`src/rtl/tetris_timing_pkg.sv`:
```
// tetris_timing_pkg: shared timing defaults and line-accounting constants.
// Latency: n/a (constants and a combinational helper only).
// Backpressure: n/a.
package tetris_timing_pkg;

  localparam int DEF_BASE_TICKS      = 25_000_000;
  localparam int DEF_STEP_TICKS      = 2_500_000;
  localparam int DEF_MIN_TICKS       = 2_500_000;
  localparam int DEF_SOFT_SHIFT      = 3;
  localparam int DEF_NUM_LEVELS      = 8;
  localparam int DEF_LINES_PER_LEVEL = 10;
  localparam int DEF_BLINK_TICKS     = 12_500_000;
  localparam int DEF_CNT_W           = 26;

  localparam int MAX_CLEAR = 4;
  localparam int LINES_W   = 10;
  localparam int LINES_MAX = (1 << LINES_W) - 1;

  // A single clear never removes more than four rows; larger counts are clipped.
  function automatic logic [2:0] clamp_clear(input logic [2:0] cnt);
    return (cnt > 3'(MAX_CLEAR)) ? 3'(MAX_CLEAR) : cnt;
  endfunction

endpackage

```
`src/rtl/gravity_period_calc.sv`:
```
// gravity_period_calc: level -> gravity period (BASE - level*STEP, floored at MIN).
// Latency: period_r follows level one clock later; clear forces BASE next clock.
// Backpressure: none.
module gravity_period_calc
  import tetris_timing_pkg::*;
#(
  parameter int BASE_TICKS = DEF_BASE_TICKS,
  parameter int STEP_TICKS = DEF_STEP_TICKS,
  parameter int MIN_TICKS  = DEF_MIN_TICKS,
  parameter int CNT_W      = DEF_CNT_W,
  parameter int LVL_W      = 3
) (
  input  logic             CLOCK_50,
  input  logic             resetn,
  input  logic             clear,
  input  logic [LVL_W-1:0] level,
  output logic [CNT_W-1:0] period_r
);

  // Four guard bits so level*STEP cannot wrap before the underflow test.
  localparam int CW = CNT_W + 4;
  localparam logic [CW-1:0] BASE_W = CW'(BASE_TICKS);
  localparam logic [CW-1:0] STEP_W = CW'(STEP_TICKS);
  localparam logic [CW-1:0] MIN_W  = CW'(MIN_TICKS);

  logic [CW-1:0] prod;
  logic [CW-1:0] diff;
  logic [CW-1:0] lvl_period;
  logic          under;

  // Level-derived period: an underflowing or too-short result clamps to the floor.
  always_comb begin
    prod       = CW'(level) * STEP_W;
    under      = (prod > BASE_W);
    diff       = BASE_W - prod;
    lvl_period = (under || (diff < MIN_W)) ? MIN_W : diff;
  end

  // Register the period; a restart snaps straight back to the level-0 period.
  always_ff @(posedge CLOCK_50 or negedge resetn) begin
    if (!resetn) begin
      period_r <= CNT_W'(BASE_TICKS);
    end else if (clear) begin
      period_r <= CNT_W'(BASE_TICKS);
    end else begin
      period_r <= lvl_period[CNT_W-1:0];
    end
  end

endmodule

```
`src/rtl/gravity_timer.sv`:
```
// gravity_timer: gravity ticks, blink clock, line/level accounting; soft drop under SOFT_DROP_EN.
// Latency: tick_gravity, level_up and blink are registered; period tracks level one clock later.
// Backpressure: none; pause freezes gravity/blink counters, line clears are always accepted.
module gravity_timer
  import tetris_timing_pkg::*;
#(
  parameter int BASE_TICKS      = DEF_BASE_TICKS,
  parameter int STEP_TICKS      = DEF_STEP_TICKS,
  parameter int MIN_TICKS       = DEF_MIN_TICKS,
  parameter int SOFT_SHIFT      = DEF_SOFT_SHIFT,
  parameter int NUM_LEVELS      = DEF_NUM_LEVELS,
  parameter int LINES_PER_LEVEL = DEF_LINES_PER_LEVEL,
  parameter int BLINK_TICKS     = DEF_BLINK_TICKS,
  parameter int CNT_W           = DEF_CNT_W,
  localparam int LVL_W          = (NUM_LEVELS > 1) ? $clog2(NUM_LEVELS) : 1
) (
  input  logic               CLOCK_50,
  input  logic               resetn,
  input  logic               game_start,
  input  logic               pause,
  input  logic               soft_drop,
  input  logic               clear_valid,
  input  logic [2:0]         clear_count,
  output logic               tick_gravity,
  output logic               blink,
  output logic [LVL_W-1:0]   level,
  output logic               level_up,
  output logic [LINES_W-1:0] lines_total
);

  localparam int TW = LINES_W + 1;
  localparam logic [LINES_W-1:0] LPL_W      = LINES_W'(LINES_PER_LEVEL);
  localparam logic [LVL_W-1:0]   LVL_TOP    = LVL_W'(NUM_LEVELS - 1);
  localparam logic [CNT_W-1:0]   BLINK_LAST = CNT_W'(BLINK_TICKS - 1);

  logic [CNT_W-1:0]   period_r;
  logic [CNT_W-1:0]   eff;
  logic [CNT_W-1:0]   eff_last;
  logic [CNT_W-1:0]   cnt;
  logic [CNT_W-1:0]   blink_cnt;
  logic [LINES_W-1:0] lines_in_level;
  logic [2:0]         n;
  logic [TW-1:0]      total_sum;
  logic [LINES_W-1:0] total_nxt;
  logic [LINES_W-1:0] acc;
  logic [LINES_W-1:0] lil_nxt;
  logic               lvl_wrap;

  gravity_period_calc #(
    .BASE_TICKS (BASE_TICKS),
    .STEP_TICKS (STEP_TICKS),
    .MIN_TICKS  (MIN_TICKS),
    .CNT_W      (CNT_W),
    .LVL_W      (LVL_W)
  ) u_period (
    .CLOCK_50 (CLOCK_50),
    .resetn   (resetn),
    .clear    (game_start),
    .level    (level),
    .period_r (period_r)
  );

`ifdef SOFT_DROP_EN
  logic [CNT_W-1:0] soft_p;

  // Soft drop shortens the period, never below two clocks.
  always_comb begin
    soft_p   = period_r >> SOFT_SHIFT;
    eff      = period_r;
    if (soft_drop) begin
      eff = (soft_p < CNT_W'(2)) ? CNT_W'(2) : soft_p;
    end
    eff_last = eff - CNT_W'(1);
  end
`else
  // Soft drop disabled: the port stays for interface stability but is ignored.
  logic unused_soft_drop;
  assign unused_soft_drop = soft_drop;

  // Effective period is the level period.
  always_comb begin
    eff      = period_r;
    eff_last = eff - CNT_W'(1);
  end
`endif

  // Gravity counter; >= lets a freshly shortened period fire at once.
  always_ff @(posedge CLOCK_50 or negedge resetn) begin
    if (!resetn) begin
      cnt          <= '0;
      tick_gravity <= 1'b0;
    end else if (game_start) begin
      cnt          <= '0;
      tick_gravity <= 1'b0;
    end else if (pause) begin
      tick_gravity <= 1'b0;
    end else if (cnt >= eff_last) begin
      cnt          <= '0;
      tick_gravity <= 1'b1;
    end else begin
      cnt          <= cnt + CNT_W'(1);
      tick_gravity <= 1'b0;
    end
  end

  // Free-running blink clock, independent of gravity, frozen while paused.
  always_ff @(posedge CLOCK_50 or negedge resetn) begin
    if (!resetn) begin
      blink_cnt <= '0;
      blink     <= 1'b0;
    end else if (game_start) begin
      blink_cnt <= '0;
      blink     <= 1'b0;
    end else if (!pause) begin
      if (blink_cnt == BLINK_LAST) begin
        blink_cnt <= '0;
        blink     <= ~blink;
      end else begin
        blink_cnt <= blink_cnt + CNT_W'(1);
      end
    end
  end

  // Next line totals and in-level progress for the current clear event.
  always_comb begin
    n         = clamp_clear(clear_count);
    total_sum = TW'(lines_total) + TW'(n);
    total_nxt = (total_sum > TW'(LINES_MAX)) ? LINES_W'(LINES_MAX) : total_sum[LINES_W-1:0];
    acc       = lines_in_level + LINES_W'(n);
    lvl_wrap  = (acc >= LPL_W);
    lil_nxt   = lvl_wrap ? (acc - LPL_W) : acc;
  end

  // Line accounting and level advance; restart wins over a same-cycle clear.
  always_ff @(posedge CLOCK_50 or negedge resetn) begin
    if (!resetn) begin
      lines_total    <= '0;
      lines_in_level <= '0;
      level          <= '0;
      level_up       <= 1'b0;
    end else if (game_start) begin
      lines_total    <= '0;
      lines_in_level <= '0;
      level          <= '0;
      level_up       <= 1'b0;
    end else begin
      level_up <= 1'b0;
      if (clear_valid && (n != 3'd0)) begin
        lines_total    <= total_nxt;
        lines_in_level <= lil_nxt;
        if (lvl_wrap && (level != LVL_TOP)) begin
          level    <= level + LVL_W'(1);
          level_up <= 1'b1;
        end
      end
    end
  end

endmodule

```
`config.mk`:
```
export PLATFORM = sky130hd
export DESIGN_NAME = gravity_timer
export DESIGN_NICKNAME = d
export VERILOG_FILES = /design/src/rtl/tetris_timing_pkg.sv /design/src/rtl/gravity_period_calc.sv /design/src/rtl/gravity_timer.sv
export SDC_FILE = /design/constraint.sdc
export NUM_CORES = 1
export LEC_CHECK = 0
export CAP_MARGIN = 10
export CELL_PAD_IN_SITES_DETAIL_PLACEMENT = 0
export CELL_PAD_IN_SITES_GLOBAL_PLACEMENT = 2
export CORE_MARGIN = 2
export CORE_UTILIZATION = 35
export CTS_CLUSTER_DIAMETER = 80
export DETAILED_ROUTE_END_ITERATION = 12
export PLACE_DENSITY = 0.76
export SLEW_MARGIN = 20
export SYNTH_ARGS = -nofsm -noshare
export SYNTH_HDL_FRONTEND = slang
export SYNTH_SLANG_ARGS = --single-unit
```
`constraint.sdc`:
```
create_clock -name CLOCK_50 -period 4.6 [get_ports CLOCK_50]
set_clock_uncertainty 0.05 [all_clocks]
set_input_delay 0.46 -clock CLOCK_50 [delete_from_list [all_inputs] [get_ports CLOCK_50]]
set_output_delay 0.46 -clock CLOCK_50 [all_outputs]
set_load 0.01 [all_outputs]
```
* Word level (Yosys, flattened, before mapping) *
Index checks and enable logic that the tools add are counted.

word-level totals
  output and inout bits = 16
  input port bits = 9
  register bits = 104
  logic and storage cells = 64

cells by class
  reductions and logical operators = 9
  muxes and demuxes = 27
  eq/ne operators = 3
  bitwise gates (word level) = 1
  $lt $le $gt $ge = 6
  add/sub/neg operators = 8
  multipliers = 1

operators by type and width
  cell                    number
  $mux 26                 8
  $mux 10                 6
  $add 26x1->26 const B   2
  $lt 30x22->1 const B    1
  $eq 26x24->1 const B    1
  $ge 26x26->1            1
  $sub 25x25->26 const A  1
  $sub 26x1->26 const B   1
  $gt 25x25->1 const B    1
  $mul 3x17->20 const B   1
  $mux 3                  4
  $add 10x3->11           1
  $gt 11x10->1 const B    1
  $add 10x3->10           1
  $ge 10x4->1 const B     1
  $sub 10x4->10 const B   1
  $mux 1                  9
  $reduce_bool 2->1       3
  $reduce_and 2->1        2
  $add 3x1->3 const B     1
  $gt 3x3->1 const B      1
  $ne 3x3->1 const B      1
  $reduce_bool 3->1       1
  $logic_and 1x1->1       2
  3 further kinds         3

* Longest topological paths before layout *
Gate-level depths: netlist (run 1).

  depth after elaboration = 8
  mapped depth = 17
  mapped depth without buffers = 16

* Hierarchy *
From an unflattened synthesis (run 1), not the netlist that was laid out.

unflattened totals
  cells, all modules = 897
  area, all modules = 7722.4 um^2

by module, submodules not included
  module               seq. area each (um^2)  cells each  times used  area an instance (um^2)
  gravity_timer        1951.9                 644         1           5605.4
  gravity_period_calc  540.5                  253         1           2117.0

* Worst setup path before layout (run 1) *
Ideal clock, no wire load.

  kind = reg2reg
  from = reg level[0]
  to = reg u_period.period_r[11]
  required time = 4.472 ns
  period minus slack after synthesis = 4.109 ns
  cell stages (with the launch flop) = 16
  setup time = 0.078 ns
  arrival time = 3.981 ns
  buffers on the path = 2
  path slack = 0.491 ns
  path through = dfrtp_1 buf_2 inv_1 ha_1 inv_1 ha_1 fa_1 nor3_2 nor3b_2 or4_1 nor4_2 a2111oi_4 nor3_2 a311o_1 buf_6 a31o_1

on the way
  word-level cells in the longest chain between the ends = 6

ends and longest elaborated chain
  item                    line                       RTL
  start, declared         gravity_timer.sv:26        output logic [LVL_W-1:0] level,
  start signal, assigned  gravity_timer.sv:152       level <= level + LVL_W'(1);
  $mul 3x17->20 (*)       gravity_period_calc.sv:33  prod = CW'(level) * STEP_W;
  $sub 25x25->26          gravity_period_calc.sv:35  diff = BASE_W - prod;
  $lt 30x22->1            gravity_period_calc.sv:36  lvl_period = (under || (diff < MIN_W)) ? MIN_W : diff;
  $logic_or 1x1->1        gravity_period_calc.sv:36
  $mux 26 (*)             gravity_period_calc.sv:36
  $mux 26 (*)             gravity_period_calc.sv:43  end else if (clear) begin
  end signal, assigned    gravity_period_calc.sv:42  period_r <= CNT_W'(BASE_TICKS);
  end signal, assigned    gravity_period_calc.sv:44  period_r <= CNT_W'(BASE_TICKS);
  end signal, assigned    gravity_period_calc.sv:46  period_r <= lvl_period[CNT_W-1:0];
  end, declared           gravity_period_calc.sv:17  output logic [CNT_W-1:0] period_r

Mark *: on every way between the ends. The rest lies on a longest branch, timed or not.
A chain may end at the register's enable or synchronous reset.

* Worst setup path in the final report (run 1) *
  from = reg u_period.period_r[14]
  to = reg cnt[22]

on the way
  word-level cells in the longest chain between the ends = 5

ends and longest elaborated chain
  item                  line                  RTL
  $sub 26x1->26         gravity_timer.sv:83   eff_last = eff - CNT_W'(1);
  $ge 26x26->1          gravity_timer.sv:97   end else if (cnt >= eff_last) begin
  $mux 26               gravity_timer.sv:97
  $mux 26               gravity_timer.sv:95   end else if (pause) begin
  $mux 26               gravity_timer.sv:92   end else if (game_start) begin
  end signal, assigned  gravity_timer.sv:101  cnt <= cnt + CNT_W'(1);
  end, declared         gravity_timer.sv:39   logic [CNT_W-1:0] cnt;

Every way passes these cells. The select of a mux whose other input is x is not followed.

==> impl_metrics.py, run 1 <==
metrics = {
    "clocking": {
        "h-tree-depth": 3,
        "clk_latency_ns": 0.36,
        "cts_resized": 0,
        "clockBufferDepth": 2,
        "cts-root-buf": "clkbuf_16",
        "post_cts_buffers": 0,
        "cts_inserted_buffers": 9,
        "clk_pin_slew_ns": 0.07,
        "clock-sinks": 99,
        "cts_tree": "built",
        "cts_hold_buffers": 0,
    },
    "logic_synthesis": {
        "yosys.area.top_type_share_pct": 29.5,
        "synthCells": 842,
        "synth-edff-count": 0,
        "syn_nets": 901,
        "synthArstFlopShare_pct": 100,
        "synth.avg_cell_area_um2": 8.75,
        "syn_area_um2": 7370,
        "yosys-top-cells-area": "dfrtp_1 (30%), ha_1 (8.0%), xnor2_1 (5.1%)",
        "synth_warnings": 0,
        "yosys-top-cells-count": "dfrtp_1 (87), nand2_1 (73), nor2_1 (69)",
        "yosysMostFrequentCell": "dfrtp_1",
        "ys_seq_area_share_pct": 33.8,
        "ys_types": 78,
        "synth_seq_cells": 99,
        "synth-main-ff-cell": "dfrtp_1",
        "yosys.area.top_type": "dfrtp_1",
    },
    "global_route": {
        "grt_pass1_wl_mm": 31.8,
        "grt_remaining_overflow": 0,
        "antenna_found_initial": 0,
        "grt_usage_pct": 17.4,
        "grt_max_degree": 76,
        "grt_pass1_vias": 6398,
    },
    "sta": {
        "fmax_mhz": 234,
        "tightestPinTransition_ns": 0.969,
        "min_period_over_period_pct": 92.9,
        "max_slew_margin_pct": 35.4,
        "grt_setup_unrepaired": "false",
        "final_max_slew_viol_count": 0,
        "setup_viol": 0,
        "hold_viol": 0,
        "period_needed_ns": 4.27,
        "hold_slack_ns": 0.182,
        "tns_ns": 0,
    },
    "cells_and_area": {
        "syn2layout_area_growth_pct": 12.0,
        "fill_cells": 2136,
        "diodes": 0,
        "nNetsFinal": 919,
        "fin_cells": 1140,
        "drive_above_1_share_pct": 9.48,
    },
    "critical_path": {
        "setup.worst_path.end_class": "flip-flop",
        "path_max_fanout": 8,
        "critPathArrivalTime_ns": 4.49,
        "crit_type": "reg -> reg",
        "worst_ep_required_time_ns": 4.82,
        "worst_setup_path_start_kind": "flip-flop",
    },
    "min_path": {
        "holdCritPathClass": "in -> async",
    },
    "place": {
        "place.gp.congestion": 0.879,
        "dp_cells": 1124,
        "dp_hpwl_mm": 13.1,
        "portBuffers": 23,
    },
    "routing": {
        "post-route-drc-count": 0,
        "vias": 6323,
        "wl_per_cell_um": 16.0,
        "routed_wl_mm": 18.2,
        "postRouteAntennaNets": 0,
        "drt-initial-drc-count": 327,
        "via_per_inst": 5.55,
        "firstDrtPassIters": 5,
    },
    "floorplanning": {
        "fp.dieH_um": 149,
        "die_w_um": 149,
        "dieArea_um2": 22200,
        "core-area_um2": 20800,
        "io_pins": 25,
        "fp-row-count": 53,
        "start_util_pct": 35.4,
    },
    "run": {
        "maxCapViolations": 0,
    },
    "outcome": {
        "outcome": "complete, no violations",
    },
    "power": {
        "p_per_area_nw_per_um2": 374,
        "leakagePower_nw": 3.51,
        "peakVddDrop_v": 0.000229,
    },
}
==> placed cells by master (no fill, tap or decap), types with 5 or more instances in the layout <==
cell / count
and3_1: 18
and4_1: 7
o21ai_0: 42
inv_1: 27
or4_1: 8
nor4_1: 20
dfstp_2: 12
a21o_1: 20
nor3_1: 23
a21oi_1: 37
nand3b_1: 5
buf_4: 18
nor2b_1: 16
nand2_1: 73
clkdlybuf4s50_1: 21
and2_1: 9
clkbuf_16: 9
or2_2: 6
nor4b_1: 7
xnor2_1: 43
or3_1: 12
nand3_1: 52
ha_1: 47
xor2_1: 21
nor2_1: 68
a31oi_1: 17
mux2i_1: 8
dfrtp_1: 87
o31ai_1: 10
nand4_1: 17
nor3b_1: 11
==> cells by family after synthesis <==
logic type                 share of synthesized area [%]
xor gates and xnor gates                            7.83
AOI/OAI and AO/OA                                   18.2
buffers and inverters                               3.34
DFF                                                 33.8
adders and majority gates                           8.79
muxes                                               1.24
and+or+nand+nor                                     26.8
==> layer usage <==
metal  global-route usage [%]  vias to the layer above  wire length (um)  part of all wire (%)
met5                        0                        -                 0                     0
met4                     5.81                        0               338                   1.9
met3                     2.29                       21               360                   2.0
met2                     29.4                       71              8760                    48
met1                     23.0                     3087              8760                    48
li1                         -                     3144                 -                     -
==> registers in the layout (all words and copies together), names as in the netlist <==
| signal | flops |
|---|---|
| lines_in_level | 10 |
| lines_total | 10 |
| tick_gravity | 1 |
| level | 3 |
| cnt | 26 |
| blink_cnt | 26 |
| level_up | 1 |
| blink | 1 |
| u_period.period_r | 21 |
==> worst paths after layout <==
check / from / endpoint / slack [ns] / cells past startpoint
max: u_period.period_r[14] / cnt[22] / 0.33 / 15
min: resetn / lines_in_level[0] / 0.18 / 1
max reg2reg: u_period.period_r[14] / cnt[22] / 0.33 / 15
min reg2reg: blink_cnt[3] / blink_cnt[3] / 0.46 / 1
max in group asynchronous: resetn / cnt[22] / 3.36 / 2
min in group CLOCK_50: blink_cnt[3] / blink_cnt[3] / 0.46 / 1
==> through the flow <==
stage / power [mW] / utilization [%] / setup slack, ns / cell area, um^2
floorplan: 1.98 / - / 0.491 / 7370
global placement: 2.25 / 38.0 / 0.283 / 7920
detailed placement: 2.27 / 38.0 / 0.310 / 7920
CTS: 3.11 / 39.6 / 0.275 / 8240
global route: 3.31 / 39.6 / 0.0493 / 8260
finish: 3.09 / 39.6 / 0.328 / 8260
==> power breakdown <==
group	internal (mW)	switching, mW
clock network	0.461	0.364
logic	0.506	0.683
registers	0.969	0.102
==> worst max-delay path, stage by stage (launching register included) <==
cell,delay [ns]
dfstp_2,0.37
or4_1,0.55
nor3_1,0.31
nand2_1,0.18
or4b_2,0.67
xor2_1,0.18
ha_1,0.18
a21o_1,0.18
a21o_1,0.17
a21oi_1,0.13
o21ai_0,0.11
a21o_1,0.18
a21o_1,0.26
buf_4,0.21
or3_1,0.37
o211ai_1,0.10
==> area by class of cell <==
| class | count | area, um^2 | area share [%] |
|---|---|---|---|
| clock inverters | 5 | 67.6 | 0.818 |
| flip-flops and latches | 99 | 2490 | 30.2 |
| multi-input cells | 683 | 4650 | 56.3 |
| inverters | 27 | 101 | 1.23 |
| clock buffers | 11 | 253 | 3.06 |
| well taps | 275 | 344 | 4.17 |
| repair buffers | 40 | 350 | 4.24 |
Note: power is estimated with default switching activity, not from simulation.
==> inputs of run 2 (changes only) <==
CTS_CLUSTER_DIAMETER = 60   (was 80)
==> results of run 2 <==
Final layout, timing and power as in run 1 (identical DEF).
==> inputs of run 3 (changes only) <==
PLACE_DENSITY = 0.81   (was 0.76)
SETUP_SLACK_MARGIN = 0.02   (was not set)
==> run 3 against run 2 <==
Against the previous run: non-clock buffer count is 1 lower; register-to-register slack improved by 0.09 ns; setup slack better by 0.089 ns; critical endpoint is now cnt[18]; first-iteration DRC count is 11% lower; core utilization fell by 0.26 points; sequential power barely moved.
==> impl_metrics.py, run 3 (synthesized netlist as in run 1, its figures left out) <==
metrics = {
    "outcome": {
        "outcome": "complete, no violations",
    },
    "critical_path": {
        "slowest_delay_ns": 0.67,
        "crit_type": "reg -> reg",
        "path_max_fanout": 11,
        "cp_top_family": "simple AND/OR/NAND/NOR gates",
        "rrSetupSlack_ns": 0.42,
        "cpMostUsedCell": "a21o_1",
        "critPathArrivalTime_ns": 4.43,
        "worst_ep_required_time_ns": 4.85,
        "timing.rr.start": "u_period.period_r[14]",
        "reg2reg_depth": 15,
        "worst-path-buf-inv": 1,
        "crit_slowest_cell": "or4b_2",
        "critical_path.cell_chain": "or4_1, nor3_1, nand2_1, or4b_2, xor2_1, ha_1, a21o_1, a21o_1, a21oi_1, o21ai_0, a21o_1, a21o_1, buf_4, o41ai_1, a31o_2",
        "worst_setup_path_start_kind": "flip-flop",
        "reg2reg_to": "cnt[18]",
        "setup.worst_path.end_class": "flip-flop",
    },
    "global_route": {
        "grt_remaining_overflow": 0,
        "grt_usage_pct": 16.5,
        "grt_pass1_wl_mm": 30.1,
        "grt_max_degree": 71,
        "grt_pass1_vias": 5982,
        "antenna_found_initial": 0,
    },
    "sta": {
        "hold_slack_ns": 0.162,
        "final_max_slew_viol_count": 0,
        "fmax_mhz": 239,
        "setup_viol": 0,
        "tns_ns": 0,
        "tightestPinTransition_ns": 0.941,
        "period_needed_ns": 4.18,
        "grt_setup_unrepaired": "false",
        "min_period_over_period_pct": 90.9,
        "hold_viol": 0,
        "max_slew_margin_pct": 37.3,
    },
    "clocking": {
        "clk_pin_slew_ns": 0.08,
        "clock-sinks": 99,
        "cts-root-buf": "clkbuf_16",
        "cts_hold_buffers": 0,
        "clk_latency_ns": 0.36,
        "cts_inserted_buffers": 9,
        "clockBufferDepth": 2,
        "h-tree-depth": 3,
        "cts_tree": "built",
        "post_cts_buffers": 0,
        "cts_resized": 0,
    },
    "place": {
        "portBuffers": 23,
        "dp_cells": 1123,
        "place.gp.congestion": 0.794,
        "dp_hpwl_mm": 12.5,
    },
    "run": {
        "maxCapViolations": 0,
    },
    "power": {
        "total_power_mw": 2.99,
        "leakagePower_nw": 3.49,
        "peakVddDrop_v": 0.000305,
        "p_per_area_nw_per_um2": 365,
    },
    "cells_and_area": {
        "fill_cells": 2165,
        "fin_cells": 1139,
        "drive_above_1_share_pct": 9.14,
        "final_common_cell": "dfrtp_1",
        "final_cell_mix": "dfrtp_1 (87), nand2_1 (73), nor2_1 (68), nand3_1 (52), ha_1 (47)",
        "syn2layout_area_growth_pct": 11.3,
        "diodes": 0,
        "nNetsFinal": 918,
        "top_regs": "blink_cnt (26), cnt (26), u_period.period_r (21)",
    },
    "routing": {
        "firstDrtPassIters": 4,
        "via_per_inst": 5.37,
        "postRouteAntennaNets": 0,
        "routed_wl_mm": 17.3,
        "drt-initial-drc-count": 292,
        "wl_per_cell_um": 15.2,
        "post-route-drc-count": 0,
        "vias": 6121,
    },
    "floorplanning": {
        "start_util_pct": 35.4,
        "core-area_um2": 20800,
        "die_w_um": 149,
        "io_pins": 25,
        "fp.dieH_um": 149,
        "dieArea_um2": 22200,
        "fp-row-count": 53,
    },
    "min_path": {
        "holdCritPathClass": "in -> async",
    },
}
run 3: cell types whose count changed in the layout (fill, tap and decap cells not counted):
cell       change
clkbuf_8       -2
clkinv_2       +2
nor4_1         +2
nor4_2         -2
buf_4          -1
bufinv_16      -1
clkinv_4       +1
clkinv_8       +1
inv_8          -1
run 3: stage by stage:
stage / worst slack [ns] / instance area (um^2) / util [%]
floorplan: 0.491 / 7370 / -
global placement: 0.270 / 7910 / 38.0
detailed placement: 0.295 / 7910 / 38.0
CTS: 0.259 / 8200 / 39.4
global route: 0.0332 / 8200 / 39.4
finish: 0.417 / 8200 / 39.4
run 3: where the power goes:
group	leakage (nW)	total, mW	switching, mW	internal (mW)
Clock	0.143	0.743	0.367	0.376
Combinational	2.02	1.18	0.669	0.506
Sequential	1.33	1.07	0.105	0.969
run 3: layout make-up:
class / count / area [um^2] / area share (%)
Timing Repair Buffer: 39 / 343 / 4.18
Clock inverter: 7 / 61.3 / 0.748
Multi-Input combinational cell: 683 / 4630 / 56.5
Inverter: 27 / 101 / 1.24
Sequential cell: 99 / 2490 / 30.4
Tap cell: 275 / 344 / 4.20
Clock buffer: 9 / 225 / 2.75
run 3: per-layer routing:
layer  track usage [%]  vias up  share of wire (%)  wire (um)
met5                 0        -                  0          0
met4              4.48        0                1.4        244
met3              2.23       17                1.8        315
met2              27.2       48                 47       8120
met1              22.8     2911                 50       8660
li1                  -     3145                  -          -
run 3: worst max-delay path by stage:
stage,startpoint,end,slack [ns],depth (start not counted)
3_5_place_dp,u_period.period_r[7],cnt[12],0.29,15
6_report,u_period.period_r[14],cnt[18],0.42,15
3_3_place_gp,u_period.period_r[7],cnt[3],0.27,15
4_1_cts,u_period.period_r[7],cnt[12],0.26,15
2_1_floorplan,level[0],u_period.period_r[11],0.49,15
5_1_grt,level[0],u_period.period_r[8],0.03,13
